--- src/rtl/r_reorder_unit_pkg.sv ---
// Shared types and default sizes for the R-channel reorder unit.
// Struct field widths follow the DEF_* sizes; the top's parameters default to the same values.
package rob_r_pkg;

  localparam int DEF_ID_WIDTH   = 4;
  localparam int DEF_DATA_WIDTH = 64;
  localparam int DEF_RESP_WIDTH = 2;
  localparam int DEF_NUM_TAGS   = 8;
  localparam int DEF_MAX_BEATS  = 4;
  localparam int DEF_TAG_WIDTH  = $clog2(DEF_NUM_TAGS);
  localparam int DEF_LEN_WIDTH  = $clog2(DEF_MAX_BEATS);

  typedef enum logic {
    TAG_FREE    = 1'b0,
    TAG_PENDING = 1'b1
  } tag_state_e;

  typedef struct packed {
    logic [DEF_DATA_WIDTH-1:0] data;
    logic [DEF_RESP_WIDTH-1:0] resp;
  } r_beat_t;

  typedef struct packed {
    logic [DEF_ID_WIDTH-1:0]  orig_id;
    logic [DEF_LEN_WIDTH-1:0] len;
    logic [DEF_LEN_WIDTH:0]   wr_cnt;
    tag_state_e               state;
  } tag_ctx_t;

endpackage

--- src/rtl/r_reorder_unit_if.sv ---
// AXI R-channel bundle; the receiver takes beats in, the sender pushes them out.
interface r_if #(
  parameter int ID_WIDTH   = 4,
  parameter int DATA_WIDTH = 64,
  parameter int RESP_WIDTH = 2
) ();

  logic                  valid;
  logic                  ready;
  logic [ID_WIDTH-1:0]   id;
  logic [DATA_WIDTH-1:0] data;
  logic [RESP_WIDTH-1:0] resp;
  logic                  last;

  modport receiver (
    input  valid, id, data, resp, last,
    output ready
  );

  modport sender (
    output valid, id, data, resp, last,
    input  ready
  );

endinterface

--- src/rtl/r_reorder_unit_beat_store.sv ---
// Per-tag beat storage: one registered write port, one combinational read port.
// No reset: contents only become visible through the top's per-tag wr_cnt, which reset clears.
module r_beat_store
  import rob_r_pkg::*;
#(
  parameter int NUM_TAGS  = DEF_NUM_TAGS,
  parameter int MAX_BEATS = DEF_MAX_BEATS,
  parameter int TAG_WIDTH = $clog2(NUM_TAGS),
  parameter int LEN_WIDTH = $clog2(MAX_BEATS)
) (
  input  logic                 clk,
  input  logic                 wr_en,
  input  logic [TAG_WIDTH-1:0] wr_tag,
  input  logic [LEN_WIDTH-1:0] wr_slot,
  input  r_beat_t              wr_beat,
  input  logic [TAG_WIDTH-1:0] rd_tag,
  input  logic [LEN_WIDTH-1:0] rd_slot,
  output r_beat_t              rd_beat
);

  localparam int DEPTH  = NUM_TAGS * MAX_BEATS;
  localparam int ADDR_W = TAG_WIDTH + LEN_WIDTH;

  r_beat_t           mem_q [DEPTH];
  logic [ADDR_W-1:0] wr_addr;
  logic [ADDR_W-1:0] rd_addr;

  assign wr_addr = {wr_tag, wr_slot};
  assign rd_addr = {rd_tag, rd_slot};

  always_ff @(posedge clk) begin
    if (wr_en) begin
      mem_q[wr_addr] <= wr_beat;
    end
  end

  assign rd_beat = mem_q[rd_addr];

endmodule

--- src/rtl/r_reorder_unit.sv ---
// Reorders tagged AXI R beats back into tag-allocation order, restoring the master ID
// and regenerating LAST as each whole burst is released.
module r_reorder_unit
  import rob_r_pkg::*;
#(
  parameter int ID_WIDTH   = DEF_ID_WIDTH,
  parameter int DATA_WIDTH = DEF_DATA_WIDTH,
  parameter int RESP_WIDTH = DEF_RESP_WIDTH,
  parameter int NUM_TAGS   = DEF_NUM_TAGS,
  parameter int TAG_WIDTH  = $clog2(NUM_TAGS),
  parameter int MAX_BEATS  = DEF_MAX_BEATS,
  parameter int LEN_WIDTH  = $clog2(MAX_BEATS)
) (
  input  logic                 clk,
  input  logic                 rst,
  input  logic                 alloc_valid,
  output logic                 alloc_ready,
  input  logic [ID_WIDTH-1:0]  alloc_id,
  input  logic [LEN_WIDTH-1:0] alloc_len,
  output logic [TAG_WIDTH-1:0] alloc_tag,
  r_if.receiver                r_in,
  r_if.sender                  r_out,
  output logic [TAG_WIDTH:0]   free_count,
  output logic                 protocol_err
);

  localparam logic [TAG_WIDTH-1:0] LAST_TAG   = TAG_WIDTH'(NUM_TAGS - 1);
  localparam logic [TAG_WIDTH-1:0] PTR_ONE    = TAG_WIDTH'(1);
  localparam logic [TAG_WIDTH:0]   FULL_COUNT = (TAG_WIDTH + 1)'(NUM_TAGS);
  localparam logic [TAG_WIDTH:0]   FREE_ONE   = (TAG_WIDTH + 1)'(1);
  localparam logic [LEN_WIDTH:0]   CNT_ONE    = (LEN_WIDTH + 1)'(1);
  localparam tag_ctx_t             CTX_RESET  = '{orig_id: '0, len: '0, wr_cnt: '0, state: TAG_FREE};

  tag_ctx_t             ctx_q [NUM_TAGS];
  tag_ctx_t             ctx_d [NUM_TAGS];
  logic [TAG_WIDTH-1:0] alloc_ptr_q, alloc_ptr_d;
  logic [TAG_WIDTH-1:0] head_ptr_q, head_ptr_d;
  logic [LEN_WIDTH:0]   rd_cnt_q, rd_cnt_d;
  logic [TAG_WIDTH:0]   free_count_q, free_count_d;
  logic                 protocol_err_q, protocol_err_d;

  logic                  alloc_fire;
  logic [TAG_WIDTH-1:0]  in_tag;
  tag_ctx_t              in_ctx;
  logic                  in_accept;
  logic [DATA_WIDTH-1:0] in_data;
  logic [RESP_WIDTH-1:0] in_resp;
  r_beat_t               wr_beat;
  tag_ctx_t              head_ctx;
  r_beat_t               rd_beat;
  logic                  out_valid;
  logic                  out_last;
  logic                  pop;
  logic                  last_pop;

  // alloc_ready depends only on registered state, so a freed tag is grantable next cycle
  assign alloc_ready = (free_count_q != '0);
  assign alloc_fire  = alloc_valid & alloc_ready;
  assign alloc_tag   = alloc_ptr_q;

  assign in_tag    = r_in.id[TAG_WIDTH-1:0];
  assign in_ctx    = ctx_q[in_tag];
  assign in_accept = (in_ctx.state == TAG_PENDING)
                   && (in_ctx.wr_cnt <= {1'b0, in_ctx.len})
                   && (r_in.last == (in_ctx.wr_cnt == {1'b0, in_ctx.len}));
  assign in_data   = r_in.data;
  assign in_resp   = r_in.resp;
  assign wr_beat   = '{data: in_data, resp: in_resp};

  generate
    if (ID_WIDTH > TAG_WIDTH) begin : g_id_hi
      logic unused_id_hi;
      assign unused_id_hi = ^r_in.id[ID_WIDTH-1:TAG_WIDTH];
    end
  endgenerate

  r_beat_store #(
    .NUM_TAGS  (NUM_TAGS),
    .MAX_BEATS (MAX_BEATS),
    .TAG_WIDTH (TAG_WIDTH),
    .LEN_WIDTH (LEN_WIDTH)
  ) u_store (
    .clk     (clk),
    .wr_en   (r_in.valid & in_accept),
    .wr_tag  (in_tag),
    .wr_slot (in_ctx.wr_cnt[LEN_WIDTH-1:0]),
    .wr_beat (wr_beat),
    .rd_tag  (head_ptr_q),
    .rd_slot (rd_cnt_q[LEN_WIDTH-1:0]),
    .rd_beat (rd_beat)
  );

  // Only the head tag may drain; rd_cnt < wr_cnt keeps the read slot already written
  assign head_ctx  = ctx_q[head_ptr_q];
  assign out_valid = (head_ctx.state == TAG_PENDING) && (rd_cnt_q < head_ctx.wr_cnt)
                   && (free_count_q != FULL_COUNT);
  assign out_last  = (rd_cnt_q == {1'b0, head_ctx.len});
  assign pop       = out_valid & r_out.ready;
  assign last_pop  = pop & out_last;

  assign r_in.ready   = 1'b1;
  assign r_out.valid  = out_valid;
  assign r_out.id     = head_ctx.orig_id;
  assign r_out.data   = rd_beat.data;
  assign r_out.resp   = rd_beat.resp;
  assign r_out.last   = out_last;
  assign free_count   = free_count_q;
  assign protocol_err = protocol_err_q;

  always_comb begin
    ctx_d          = ctx_q;
    alloc_ptr_d    = alloc_ptr_q;
    head_ptr_d     = head_ptr_q;
    rd_cnt_d       = rd_cnt_q;
    free_count_d   = free_count_q;
    protocol_err_d = protocol_err_q;

    if (alloc_fire) begin
      ctx_d[alloc_ptr_q] = '{orig_id: alloc_id, len: alloc_len, wr_cnt: '0, state: TAG_PENDING};
      alloc_ptr_d        = (alloc_ptr_q == LAST_TAG) ? '0 : alloc_ptr_q + PTR_ONE;
    end

    if (r_in.valid) begin
      if (in_accept) begin
        ctx_d[in_tag].wr_cnt = in_ctx.wr_cnt + CNT_ONE;
      end else begin
        protocol_err_d = 1'b1;
      end
    end

    // A completed burst has wr_cnt == len+1, so no write can target the tag freed here
    if (last_pop) begin
      ctx_d[head_ptr_q].state = TAG_FREE;
      rd_cnt_d                = '0;
      head_ptr_d              = (head_ptr_q == LAST_TAG) ? '0 : head_ptr_q + PTR_ONE;
    end else if (pop) begin
      rd_cnt_d = rd_cnt_q + CNT_ONE;
    end

    unique case ({alloc_fire, last_pop})
      2'b10:   free_count_d = free_count_q - FREE_ONE;
      2'b01:   free_count_d = free_count_q + FREE_ONE;
      default: free_count_d = free_count_q;
    endcase
  end

  always_ff @(posedge clk or negedge rst) begin
    if (!rst) begin
      for (int i = 0; i < NUM_TAGS; i++) begin
        ctx_q[i] <= CTX_RESET;
      end
      alloc_ptr_q    <= '0;
      head_ptr_q     <= '0;
      rd_cnt_q       <= '0;
      free_count_q   <= FULL_COUNT;
      protocol_err_q <= 1'b0;
    end else begin
      ctx_q          <= ctx_d;
      alloc_ptr_q    <= alloc_ptr_d;
      head_ptr_q     <= head_ptr_d;
      rd_cnt_q       <= rd_cnt_d;
      free_count_q   <= free_count_d;
      protocol_err_q <= protocol_err_d;
    end
  end

endmodule

--- src/flat_wrapper.sv ---
// flat-port wrapper written by rule: the top's interface ports become plain ports
module r_reorder_unit_flat import rob_r_pkg::*;
#(
  parameter int ID_WIDTH   = DEF_ID_WIDTH,
  parameter int DATA_WIDTH = DEF_DATA_WIDTH,
  parameter int RESP_WIDTH = DEF_RESP_WIDTH,
  parameter int NUM_TAGS   = DEF_NUM_TAGS,
  parameter int TAG_WIDTH  = $clog2(NUM_TAGS),
  parameter int MAX_BEATS  = DEF_MAX_BEATS,
  parameter int LEN_WIDTH  = $clog2(MAX_BEATS)
)
  (clk, rst, alloc_valid, alloc_ready, alloc_id, alloc_len, alloc_tag, free_count, protocol_err, r_in_valid, r_in_id, r_in_data, r_in_resp, r_in_last, r_in_ready, r_out_valid, r_out_id, r_out_data, r_out_resp, r_out_last, r_out_ready);
  r_if #(.ID_WIDTH(ID_WIDTH), .DATA_WIDTH(DATA_WIDTH), .RESP_WIDTH(RESP_WIDTH)) r_in_i ();
  r_if #(.ID_WIDTH(ID_WIDTH), .DATA_WIDTH(DATA_WIDTH), .RESP_WIDTH(RESP_WIDTH)) r_out_i ();
  input  logic clk;
  input  logic rst;
  input  logic alloc_valid;
  output logic alloc_ready;
  input  logic [ID_WIDTH-1:0] alloc_id;
  input  logic [LEN_WIDTH-1:0] alloc_len;
  output logic [TAG_WIDTH-1:0] alloc_tag;
  output logic [TAG_WIDTH:0] free_count;
  output logic protocol_err;
  input wire logic [$bits(r_in_i.valid)-1:0] r_in_valid;
  input wire logic [$bits(r_in_i.id)-1:0] r_in_id;
  input wire logic [$bits(r_in_i.data)-1:0] r_in_data;
  input wire logic [$bits(r_in_i.resp)-1:0] r_in_resp;
  input wire logic [$bits(r_in_i.last)-1:0] r_in_last;
  output wire logic [$bits(r_in_i.ready)-1:0] r_in_ready;
  output wire logic [$bits(r_out_i.valid)-1:0] r_out_valid;
  output wire logic [$bits(r_out_i.id)-1:0] r_out_id;
  output wire logic [$bits(r_out_i.data)-1:0] r_out_data;
  output wire logic [$bits(r_out_i.resp)-1:0] r_out_resp;
  output wire logic [$bits(r_out_i.last)-1:0] r_out_last;
  input wire logic [$bits(r_out_i.ready)-1:0] r_out_ready;
  assign r_in_i.valid = r_in_valid;
  assign r_in_i.id = r_in_id;
  assign r_in_i.data = r_in_data;
  assign r_in_i.resp = r_in_resp;
  assign r_in_i.last = r_in_last;
  assign r_in_ready = r_in_i.ready;
  assign r_out_valid = r_out_i.valid;
  assign r_out_id = r_out_i.id;
  assign r_out_data = r_out_i.data;
  assign r_out_resp = r_out_i.resp;
  assign r_out_last = r_out_i.last;
  assign r_out_i.ready = r_out_ready;
  r_reorder_unit #(.ID_WIDTH(ID_WIDTH), .DATA_WIDTH(DATA_WIDTH), .RESP_WIDTH(RESP_WIDTH), .NUM_TAGS(NUM_TAGS), .TAG_WIDTH(TAG_WIDTH), .MAX_BEATS(MAX_BEATS), .LEN_WIDTH(LEN_WIDTH)) u_core (.clk(clk), .rst(rst), .alloc_valid(alloc_valid), .alloc_ready(alloc_ready), .alloc_id(alloc_id), .alloc_len(alloc_len), .alloc_tag(alloc_tag), .r_in(r_in_i), .r_out(r_out_i), .free_count(free_count), .protocol_err(protocol_err));
endmodule
--- config.mk ---
export PLATFORM = sky130hd
export DESIGN_NAME = r_reorder_unit_flat
export DESIGN_NICKNAME = d
export VERILOG_FILES = /design/src/rtl/r_reorder_unit_pkg.sv /design/src/rtl/r_reorder_unit_if.sv /design/src/rtl/r_reorder_unit_beat_store.sv /design/src/rtl/r_reorder_unit.sv /design/src/flat_wrapper.sv
export SDC_FILE = /design/constraint.sdc
export NUM_CORES = 2
export LEC_CHECK = 0
export CORE_ASPECT_RATIO = 1.75
export CORE_MARGIN = 4
export CORE_UTILIZATION = 40
export DETAILED_ROUTE_END_ITERATION = 8
export HOLD_SLACK_MARGIN = 0.12
export PLACE_DENSITY_LB_ADDON = 0.1
export SYNTH_ARGS = -nofsm -noshare
export SYNTH_HDL_FRONTEND = slang
export SYNTH_SLANG_ARGS = --single-unit
--- constraint.sdc ---
create_clock -name clk -period 13.7 [get_ports clk]
set_input_delay 2.74 -clock clk [delete_from_list [all_inputs] [get_ports clk]]
set_output_delay 2.74 -clock clk [all_outputs]
set_load 0.01 [all_outputs]
==> metrics.md <==
| Metric | Value |
|---|---|
| CP endpoint kind | `flip-flop` |
| DRT Wirelength | `229,700 microns` |
| Pre-antenna DRT Iters | `7` |
| Postcts setup bufs | `0` |
| Global route total overflow | `0` |
| Post-Synth Adder-Cell Area | `0.2633%` |
| Vias in the first global route | `42,110` |
| PostCTS Resize Cnt | `0` |
| Relative slew slack | `16.89%` |
| Mux cell area share after synthesis | `15.48%` |
| Seq/Total Area, Yosys | `78.65%` |
| Max-slew violation count | `0` |
| Avg WL per Cell | `33.38 microns` |
| Main synth FF type | `edfxtp_1` |
| WHS Path Cells | `2` |
| Die width | `353.6 microns` |
| Share of cells above drive strength 1 | `24.96%` |
| Die area | `216,700 sq um` |
| Most used standard cell by instance count after synthesis | `edfxtp_1` |
| Largest area contributor in the netlist | `edfxtp_1` |
| Clk_lat worst skew | `0.85 ns` |
| Initial antenna violation count | `22` |
| WHS | `0.4869 ns` |
| DRC errors left | `0` |
| Worst path max stage delay | `0.84 ns` |
| CP startpoint kind | `input pin` |
| Largest family of logic cells by synthesized area | `multiplexers` |
| Gr usage total | `21.06%` |
| Reg2Reg Depth | `12` |
| GPL Wtd Cong | `0.7408` |
| Vias per cell | `5.777` |
| Yosys top cell area share | `75.84%` |
| Area grow syn2layout | `14.35%` |
| Clock skew | `0.03897 ns` |
| Via count | `39,740` |
| Number of fill cells | `17,300` |
| Post-Synth XOR/XNOR Area | `0.05237%` |
| Final worst path period share | `63.56%` |
| Net count after synthesis | `3,743` |
| Distinct cell type count after synthesis | `55` |
| Post-synth top cells | `edfxtp_1, mux4_2, a22oi_1` |
| Post-Route Setup TNS | `0 ns` |
| Worst Max-Slew Pin Slew | `1.243 ns` |
| TritonCTS Sinks | `2,206` |
| Hold Crit Class | `flip-flop to flip-flop` |
| Sequence of cells on the critical path | `clkdlybuf4s50_1 > and2_1 > a221o_1 > a221o_1 > inv_1 > ha_1 > nand2b_1 > a211oi_1 > a31oi_1 > nor3_2 > nand3_2 > nor2_4 > buf_4 > buf_4` |
| Yosys warns | `0` |
| Synth Register Bits | `2,206` |
| Synth Area in Simple Gates | `1.510%` |
| Initial core utilization | `40.27%` |
| RSZ-0062 raised after global routing | `false` |
| Placed instance area | `89,180 sq um` |
| Final instance area | `95,620 sq um` |
| H-tree depth | `4` |
| Detail Route Antenna Nets | `0` |
| Pleak | `29.39 nW` |
| Setup Viol. Count Final | `0` |
| Synth top area cells | `edfxtp_1, mux4_2, dfrtp_1` |
| Post-Syn Instances | `3,644` |
| Number of enable flip-flop cells after synthesis | `2,112` |
| First-pass GRT wire length | `323,800 microns` |
| PortBufs | `161` |
| Post-synth ARST share | `4.261%` |
| Post-synthesis compound-gate area fraction | `3.049%` |
| Status | `finished clean` |
| Peak supply drop | `153.2 uV` |
| Final hold vios | `0` |
| Max-cap violations | `0` |
| CTS tree | `built` |
| CTS root buf | `clkbuf_16` |
| # hold bufs at CTS | `0` |
| Fmax | `114.8 MHz` |
| Crit path time final | `8.708 ns` |
| CP arrival | `9.17 ns` |
| Clock slew at reported path FFs | `0.06 ns` |
| Crit path kind | `input pin to flip-flop` |
| Initial drt markers | `3,627` |
| CORE AREA | `207,700 sq um` |
| Post-layout net count | `4,018` |
| P per Cell Area | `189.9 nW/um^2` |
| Critical Path Slowest Stage Cell | `clkdlybuf4s50_1` |
| CTS Buf Count | `208` |
| Die Ht | `612.9 microns` |
| Final Power | `18.16 mW` |
| Pin count of the biggest net entering global routing | `110` |
| Detailed Place HPWL | `120,500 microns` |
| Critical path peak fanout | `35` |
| Num rows | `221` |
| # IOs | `164` |
| Req. time, crit path | `14.17 ns` |
| Synthesized area | `83,620 sq um` |
| Mapped Avg Cell Area | `22.95 sq um` |
| CTS Buffer Depth | `4` |
==> flip-flops by register name, summed over array words and instances, names as in the netlist, named ones only <==
| register | count |
|---|---|
| u_core.free_count | 4 |
| u_core.protocol_err | 1 |
| u_core.u_store.mem_q | 2112 |
| u_core.rd_cnt_q | 3 |
| u_core.alloc_tag | 3 |
| u_core.head_ptr_q | 3 |
| u_core.ctx_q | 32 |
==> cell type report <==
cell class                 instances  area, sq um  area share, %
sequential                      2206        65780          68.79
multi-input combinational       1224        17320          18.11
clock buffer                     249         5444          5.693
tap                             2787         3487          3.647
timing repair buffer             265         2540          2.656
clock inverter                   124        970.9          1.015
inverter                          14        52.55        0.05496
antenna                           11        27.53        0.02879
==> stage by stage <==
step	instances	utilization [%]	setup WS (ns)
global placement	6496	42.94	4.029
detailed placement	6496	42.94	4.113
floorplan	3644	-	4.691
global route	6870	46.04	4.659
CTS	6869	46.03	5.035
finish	6880	46.05	4.992
==> where the power goes <==
part	switching [mW]	total, mW	internal [mW]
logic	2.61	4.76	2.14
registers	0.181	7.81	7.63
clock network	2.47	5.59	3.12
==> placed cells by master, fill, tap and decap left out, types with 4 or more instances in the layout <==
cell and n:
edfxtp_1 2112, mux4_2 535, a22oi_1 289, clkbuf_16 212, clkdlybuf4s50_1 160, buf_4 93, dfrtp_1 91, nand4_1 70
clkinv_1 62, nand2_1 54, mux2_2 47, clkinv_2 40, clkbuf_1 37, nor2_4 36, mux2i_1 35, nor2_1 20
a21oi_1 17, ha_1 16, bufinv_16 16, inv_1 14, o21ai_0 12, buf_12 12, diode_2 11, nand3b_1 7
nand2b_1 7, nand3_1 6, nand3_2 6, o22ai_1 6, and2_1 4, nor3b_1 4
==> worst max-delay path, delay by kind of cell <==
family	cells	cell delay [ns]
buf+inv	4	2.45
compound gates	4	1.17
simple gates	5	2.46
fa+ha+maj	1	0.26
==> metal layers <==
metal  routed length, microns  part of all wire, %  up-vias  track usage [%]
met5                       84                0.037        -                0
met1                    90630                   39    22000            26.86
met3                    11460                  5.0      357            3.053
li1                         -                    -    16240                -
met4                     6073                  2.6       12            5.808
met2                   121400                   53     1136            37.67
==> path summary, 6_finish.rpt <==
check,start,endpoint,slack (ns)
worst max-delay path,r_in_id[0],u_core.u_store.mem_q[20][42],4.99
worst min register to register,flip-flop,flip-flop,0.49
min in group asynchronous,rst,u_core.free_count[1],1.83
worst max register to register,u_core.ctx_q[31],u_core.u_store.mem_q[20][42],7.79
max in group asynchronous,rst,u_core.rd_cnt_q[1],10.47
worst min-delay path,flip-flop,flip-flop,0.49
==> cell families after synthesis <==
| family | Yosys count |
|---|---|
| DFF | 2206 |
| muxes | 618 |
| AOI/OAI and AO/OA | 348 |
| and+or+nand+nor | 235 |
| buffers and inverters | 214 |
| adders and majority gates | 17 |
| xor gates and xnor gates | 5 |
| other | 1 |
(Power assumes the default switching activity.)
